[src/rtl/mips_pkg.sv]
// mips_pkg: shared multiply/divide opcodes and latency constants for the MIPS datapath
package mips_pkg;
    typedef enum logic [1:0] {
        MD_MULT  = 2'b00,
        MD_MULTU = 2'b01,
        MD_DIV   = 2'b10,
        MD_DIVU  = 2'b11
    } md_op_t;
    localparam int MD_CYCLES  = 32;
    localparam int MD_LATENCY = 34;
endpackage

[src/rtl/muldiv_unit_if.sv]
// muldiv_unit_if: execute-stage request and HI/LO result bundle for the multiply/divide unit
interface muldiv_unit_if import mips_pkg::*; #(parameter int WIDTH = 32);
    logic             start;
    md_op_t           op;
    logic [WIDTH-1:0] rs_data;
    logic [WIDTH-1:0] rt_data;
    logic             mthi;
    logic             mtlo;
    logic [WIDTH-1:0] wdata;
    logic             busy;
    logic             done;
    logic [WIDTH-1:0] hi;
    logic [WIDTH-1:0] lo;
    modport master (output start, op, rs_data, rt_data, mthi, mtlo, wdata, input busy, done, hi, lo);
    modport slave (input start, op, rs_data, rt_data, mthi, mtlo, wdata, output busy, done, hi, lo);
endinterface

[src/rtl/md_sign_fix.sv]
// md_sign_fix: conditional two's-complement negate for operand magnitudes and result sign correction
module md_sign_fix #(parameter int W = 32) (
    input  logic [W-1:0] val,
    input  logic         neg,
    output logic [W-1:0] res
);
    assign res = neg ? -val : val;
endmodule

[src/rtl/muldiv_unit.sv]
// muldiv_unit: iterative 32-bit MULT/MULTU/DIV/DIVU with HI/LO registers, fixed 34-cycle latency
module muldiv_unit
    import mips_pkg::*;
#(parameter int WIDTH = 32) (
    input logic          clk,
    input logic          rst_n,
    muldiv_unit_if.slave bus
);
    typedef enum logic [1:0] {S_IDLE, S_CALC, S_FIX} md_state_t;
    localparam int CW = $clog2(MD_CYCLES);
    md_state_t state_q, state_d;
    logic [CW-1:0] cnt_q, cnt_d;
    logic div_q, div_d, neg_q, neg_d, rneg_q, rneg_d, busy_q, busy_d, done_q, done_d;
    logic [WIDTH-1:0] b_q, b_d, hi_q, hi_d, lo_q, lo_d;
    logic [2*WIDTH-1:0] acc_q, acc_d, prod_fix;
    logic [WIDTH-1:0] rs_mag, rt_mag, quo_fix, rem_fix;
    logic [WIDTH:0] sum, trial, diff;
    logic is_div, is_signed, sgn_rs, sgn_rt, div0, ge;
    assign is_div    = bus.op inside {MD_DIV, MD_DIVU};
    assign is_signed = bus.op inside {MD_MULT, MD_DIV};
    assign sgn_rs    = is_signed & bus.rs_data[WIDTH-1];
    assign sgn_rt    = is_signed & bus.rt_data[WIDTH-1];
    md_sign_fix #(WIDTH)   u_rs   (.val(bus.rs_data), .neg(sgn_rs), .res(rs_mag));
    md_sign_fix #(WIDTH)   u_rt   (.val(bus.rt_data), .neg(sgn_rt), .res(rt_mag));
    md_sign_fix #(2*WIDTH) u_prod (.val(acc_q), .neg(neg_q), .res(prod_fix));
    md_sign_fix #(WIDTH)   u_quo  (.val(acc_q[WIDTH-1:0]), .neg(neg_q), .res(quo_fix));
    md_sign_fix #(WIDTH)   u_rem  (.val(acc_q[2*WIDTH-1:WIDTH]), .neg(rneg_q), .res(rem_fix));
    assign div0  = b_q == '0;
    assign sum   = {1'b0, acc_q[2*WIDTH-1:WIDTH]} + (acc_q[0] ? {1'b0, b_q} : '0);
    assign trial = acc_q[2*WIDTH-1:WIDTH-1];
    assign diff  = trial - {1'b0, b_q};
    // partial remainder stays below the divisor, so the borrow bit alone decides each quotient bit
    assign ge    = ~diff[WIDTH] | div0;
    always_comb begin
        state_d = state_q;
        cnt_d   = cnt_q;
        div_d   = div_q;
        neg_d   = neg_q;
        rneg_d  = rneg_q;
        b_d     = b_q;
        acc_d   = acc_q;
        hi_d    = hi_q;
        lo_d    = lo_q;
        if (state_q == S_IDLE && bus.start) begin
            state_d = S_CALC;
            cnt_d   = '0;
            div_d   = is_div;
            neg_d   = sgn_rs ^ sgn_rt;
            rneg_d  = sgn_rs;
            b_d     = is_div ? rt_mag : rs_mag;
            acc_d   = {{WIDTH{1'b0}}, is_div ? rs_mag : rt_mag};
        end else if (state_q == S_IDLE) begin
            hi_d = bus.mthi ? bus.wdata : hi_q;
            lo_d = bus.mtlo ? bus.wdata : lo_q;
        end else if (state_q == S_CALC) begin
            cnt_d   = cnt_q + 1'b1;
            acc_d   = div_q ? {ge ? diff[WIDTH-1:0] : trial[WIDTH-1:0], acc_q[WIDTH-2:0], ge}
                            : {sum, acc_q[WIDTH-1:1]};
            state_d = (cnt_q == CW'(MD_CYCLES - 1)) ? S_FIX : S_CALC;
        end else begin
            state_d = S_IDLE;
            hi_d    = div_q ? rem_fix : prod_fix[2*WIDTH-1:WIDTH];
            lo_d    = div_q ? (div0 ? '1 : quo_fix) : prod_fix[WIDTH-1:0];
        end
        busy_d = state_d != S_IDLE;
        done_d = state_q == S_FIX;
    end
    always_ff @(posedge clk) begin
        if (!rst_n) begin
            state_q <= S_IDLE;
            cnt_q   <= '0;
            div_q   <= 1'b0;
            neg_q   <= 1'b0;
            rneg_q  <= 1'b0;
            b_q     <= '0;
            acc_q   <= '0;
            hi_q    <= '0;
            lo_q    <= '0;
            busy_q  <= 1'b0;
            done_q  <= 1'b0;
        end else begin
            state_q <= state_d;
            cnt_q   <= cnt_d;
            div_q   <= div_d;
            neg_q   <= neg_d;
            rneg_q  <= rneg_d;
            b_q     <= b_d;
            acc_q   <= acc_d;
            hi_q    <= hi_d;
            lo_q    <= lo_d;
            busy_q  <= busy_d;
            done_q  <= done_d;
        end
    end
    assign bus.busy = busy_q;
    assign bus.done = done_q;
    assign bus.hi   = hi_q;
    assign bus.lo   = lo_q;
endmodule

[src/flat_wrapper.sv]
// flat-port wrapper written by rule: the top's interface ports become plain ports
module muldiv_unit_flat import mips_pkg::*;
#(parameter int WIDTH = 32)
  (clk, rst_n, bus_start, bus_op, bus_rs_data, bus_rt_data, bus_mthi, bus_mtlo, bus_wdata, bus_busy, bus_done, bus_hi, bus_lo);
  muldiv_unit_if #(.WIDTH(WIDTH)) bus_i ();
  input logic clk;
  input logic rst_n;
  input wire logic [$bits(bus_i.start)-1:0] bus_start;
  input wire logic [$bits(bus_i.op)-1:0] bus_op;
  input wire logic [$bits(bus_i.rs_data)-1:0] bus_rs_data;
  input wire logic [$bits(bus_i.rt_data)-1:0] bus_rt_data;
  input wire logic [$bits(bus_i.mthi)-1:0] bus_mthi;
  input wire logic [$bits(bus_i.mtlo)-1:0] bus_mtlo;
  input wire logic [$bits(bus_i.wdata)-1:0] bus_wdata;
  output wire logic [$bits(bus_i.busy)-1:0] bus_busy;
  output wire logic [$bits(bus_i.done)-1:0] bus_done;
  output wire logic [$bits(bus_i.hi)-1:0] bus_hi;
  output wire logic [$bits(bus_i.lo)-1:0] bus_lo;
  assign bus_i.start = bus_start;
  assign bus_i.op = bus_op;
  assign bus_i.rs_data = bus_rs_data;
  assign bus_i.rt_data = bus_rt_data;
  assign bus_i.mthi = bus_mthi;
  assign bus_i.mtlo = bus_mtlo;
  assign bus_i.wdata = bus_wdata;
  assign bus_busy = bus_i.busy;
  assign bus_done = bus_i.done;
  assign bus_hi = bus_i.hi;
  assign bus_lo = bus_i.lo;
  muldiv_unit #(.WIDTH(WIDTH)) u_core (.clk(clk), .rst_n(rst_n), .bus(bus_i));
endmodule
[config.mk]
export PLATFORM = sky130hd
export DESIGN_NAME = muldiv_unit_flat
export DESIGN_NICKNAME = d
export VERILOG_FILES = /design/src/rtl/mips_pkg.sv /design/src/rtl/muldiv_unit_if.sv /design/src/rtl/md_sign_fix.sv /design/src/rtl/muldiv_unit.sv /design/src/flat_wrapper.sv
export SDC_FILE = /design/constraint.sdc
export NUM_CORES = 1
export LEC_CHECK = 0
export BUFFER_PORTS_ARGS = -buffer_cell sky130_fd_sc_hd__buf_2
export CORE_ASPECT_RATIO = 1.5
export CORE_MARGIN = 8
export CORE_UTILIZATION = 52
export CTS_CLUSTER_DIAMETER = 120
export CTS_CLUSTER_SIZE = 40
export DETAILED_ROUTE_END_ITERATION = 8
export GPL_TIMING_DRIVEN = 0
export HOLD_SLACK_MARGIN = 0.06
export PLACE_DENSITY = 0.72
export SLEW_MARGIN = 20
export SYNTH_ARGS = -nofsm -noshare
export SYNTH_HDL_FRONTEND = slang
export SYNTH_SLANG_ARGS = --single-unit
[constraint.sdc]
create_clock -name clk -period 9.25 [get_ports clk]
set_input_delay 1.3875 -clock clk [delete_from_list [all_inputs] [get_ports clk]]
set_output_delay 1.3875 -clock clk [all_outputs]
set_load 0.02 [all_outputs]
==> results.md <==
* Fin nets at 2328
* Fraction of layout cells with a size suffix above 1 at 11.82%
* Slowest CP cell: o211ai_1
* Register area share after synthesis at 23.44%
* RSZ-0062 raised after global routing: false
* Largest cells by area after synthesis: dfxtp_1 23%, xnor2_1 6.4%, ha_1 6.0%
* Most common flop cell mapped by yosys: dfxtp_1
* Post-Syn Instances at 1966
* Final hold violations at 0
* Worst reg-to-reg setup slack at 4.83 ns
* Power Density at 147.2 mW/mm²
* Via count of the first global-routing pass at 15950
* Post-route DRC violation count at 0
* Final core occ at 59.48%
* Global-route wire length before repair at 93.72 mm
* Mapped Nets at 2141
* CP Class: register to register
* Leakage at 0.006662 µW
* Routed len/inst at 24.76 µm
* Critical path peak fanout at 10
* GRT overflow at 0
* Num CTS Buffers at 17
* Critical Path Sink Type: register
* Post-synth EDFFs at 0
* CTS tree: done
* Max cap viols at 0
* Largest stage delay, worst path at 0.71 ns
* Arr. time, crit path at 4.72 ns
* Row count at 75
* Worst hold start: u_core.bus.lo[21]
* Unique masters post-synth at 88
* Worst hold path endpoint: u_core.bus.lo[21]
* Die Y at 221.9 µm
* Worst setup SP type: register
* Hold WS at 0.4637 ns
* Reg clk slew, reported paths at 0.07 ns
* Initial antenna violation count at 0
* Slew margin rel. at 32.89%
* Die Wd at 153.2 µm
* Max VDD drop at 127.8 µV
* Dpl hpwl at 50.82 mm
* Post-Syn Area per Cell at 7.472 µm²
* Drt first pass iters at 6
* Clock Path Buffers at 2
* GPL Wtd Cong at 1.030
* Final setup violation count at 0
* Pin count of the biggest net entering global routing at 19
* Vias at 16180
* Final antenna-violating net count at 0
* Layout overhead on the synthesized area at 12.84%
* Launching point of the worst reg2reg path: u_core.acc_q[0]
* CTS Root Cell: clkbuf_16
* Area leader, netlist: dfxtp_1
* Worst-skew pair later-pin latency at 0.46 ns
* Hold Path Stages at 2
* Post-synth ARST share at 0%
* Final TNS setup at 0 ns
* Final Cycle Share at 47.78%
* I/O Buffers at 168
* CTS resizes at 0
* Drt total wl at 62.21 mm
* DR iter-0 viols at 1375
* R2r worst-path depth at 14
* Fmax at 226.3 MHz
* Final min period at 4.419 ns
* Synthesized area at 0.01469 mm²
* Seq cells post-synth at 172
* Number of I/O pins at 169
* Worst-Margin Slew at 1.007 ns
* GRT Overall Usage at 35.73%
* Core area at 0.02787 mm²
* Die area at 0.03400 mm²
* Max-slew violations at 0
* R2R Path End: u_core.acc_q[61]
* Ys Warns at 0
* Number of clock sinks at 172
* Setup Buffers After CTS at 0
* H-tree depth at 4
* Post-synth top area share at 23.44%
* Status: finished clean
* Post-CTS Hold Fix Bufs at 0
* Worst-path cell chain: clkinv_1 > clkbuf_1 > nor2_1 > ha_1 > clkbuf_1 > a21oi_1 > o21ai_0 > a221oi_1 > o21ai_1 > o211ai_1 > o21a_1 > o21ai_0 > mux2i_1 > a41oi_1
* Skew final at 0.01145 ns
* Hold Path Class: register to register
* Worst endpoint required time at 9.55 ns
* Diodes inserted at 0
* Initial core utilization at 52.71%
* Via-per-instance ratio at 6.439
critical path, delay by kind of cell, from the launching register on:
kind | cells | cell delay (ns)
flip-flops | 1 | 0.48
AND/OR/NAND/NOR | 1 | 0.19
multiplexers | 1 | 0.19
buffers and inverters | 3 | 0.89
adder cells (fa/ha/maj) | 1 | 0.24
AO/OA/AOI/OAI | 8 | 2.25
layout by cell type, fill, tap and decap left out, drive strengths merged, types with 70 or more instances in the layout:
cell type	n
ha	70
nand2	205
xnor2	107
o21ai	139
clkbuf	126
dfxtp	172
buf	191
a21oi	173
nor2	167
xor2	70
worst max path at each step:
| stage | from | endpoint | cells past startpoint | slack [ns] |
|---|---|---|---|---|
| floorplan | bus_rs_data[6] | u_core.acc_q[27] | 9 | 5.83 |
| global placement | bus_rs_data[0] | u_core.acc_q[18] | 11 | 4.96 |
| detailed placement | u_core.acc_q[0] | u_core.acc_q[61] | 14 | 4.93 |
| CTS | u_core.acc_q[0] | u_core.acc_q[61] | 14 | 4.92 |
| global route | u_core.acc_q[0] | u_core.acc_q[59] | 14 | 4.71 |
| finish | u_core.acc_q[0] | u_core.acc_q[61] | 14 | 4.83 |
metal layers:
layer	vias to the layer above	global-route usage [%]	wire, µm
li1	7556	-	-
met5	-	0	0
met3	252	4.760	3766
met2	792	62.46	30650
met4	0	29.12	5488
met1	7576	37.87	22300
final cells by class:
class,instances,area (µm²)
plain buffers,131,528.0
clock buffers,18,439.2
clock inverters,14,173.9
fillers,2774,11290
inverters,59,221.5
multi-input cells,1604,10500
flip-flops and latches,172,3443
well taps,346,432.9
repair buffers,168,840.8
cell usage after synthesis (all sizes together), types with 40 or more instances:
master	instances
dfxtp	172
ha	70
o211ai	69
a21oi	173
xor2	70
inv	57
nor2	167
mux2i	40
xnor2	107
nand2	205
clkbuf	108
o21ai	139
a21boi	53
nand3	48
cells by family after synthesis:
kind of cell | after synthesis | synth area share (%)
buffers and inverters | 190 | 5.102
AND/OR/NAND/NOR | 628 | 20.90
adder cells (fa/ha/maj) | 72 | 6.235
AO/OA/AOI/OAI | 687 | 31.05
multiplexers | 40 | 2.725
flip-flops | 172 | 23.44
XOR/XNOR | 177 | 10.55
state kept, by name, summed over array words and instances, names as in the netlist:
signal and count:
u_core.bus.busy 1, u_core.div_q 1, u_core.acc_q 64, u_core.neg_q 1, u_core.bus.hi 32, u_core.b_q 32, u_core.bus.done 1, u_core.cnt_q 5
u_core.bus.lo 32, u_core.state_q 2, u_core.rneg_q 1
through the flow:
stage / total power (µW) / setup WS (ns) / area (µm²) / instances
6_report: 2440 / 4.831 / 16580 / 2512
5_1_grt: 2530 / 4.710 / 16580 / 2512
4_1_cts: 2420 / 4.918 / 16580 / 2512
3_5_place_dp: 1674 / 4.934 / 15960 / 2480
3_3_place_gp: 1667 / 4.959 / 15960 / 2480
2_1_floorplan: 1394 / 5.826 / 14690 / 1966
power breakdown:
part	internal [µW]	switching, µW
clock network	394	366
logic	295	540
registers	788	57.9
total	1480	963
(Power assumes the default switching activity.)
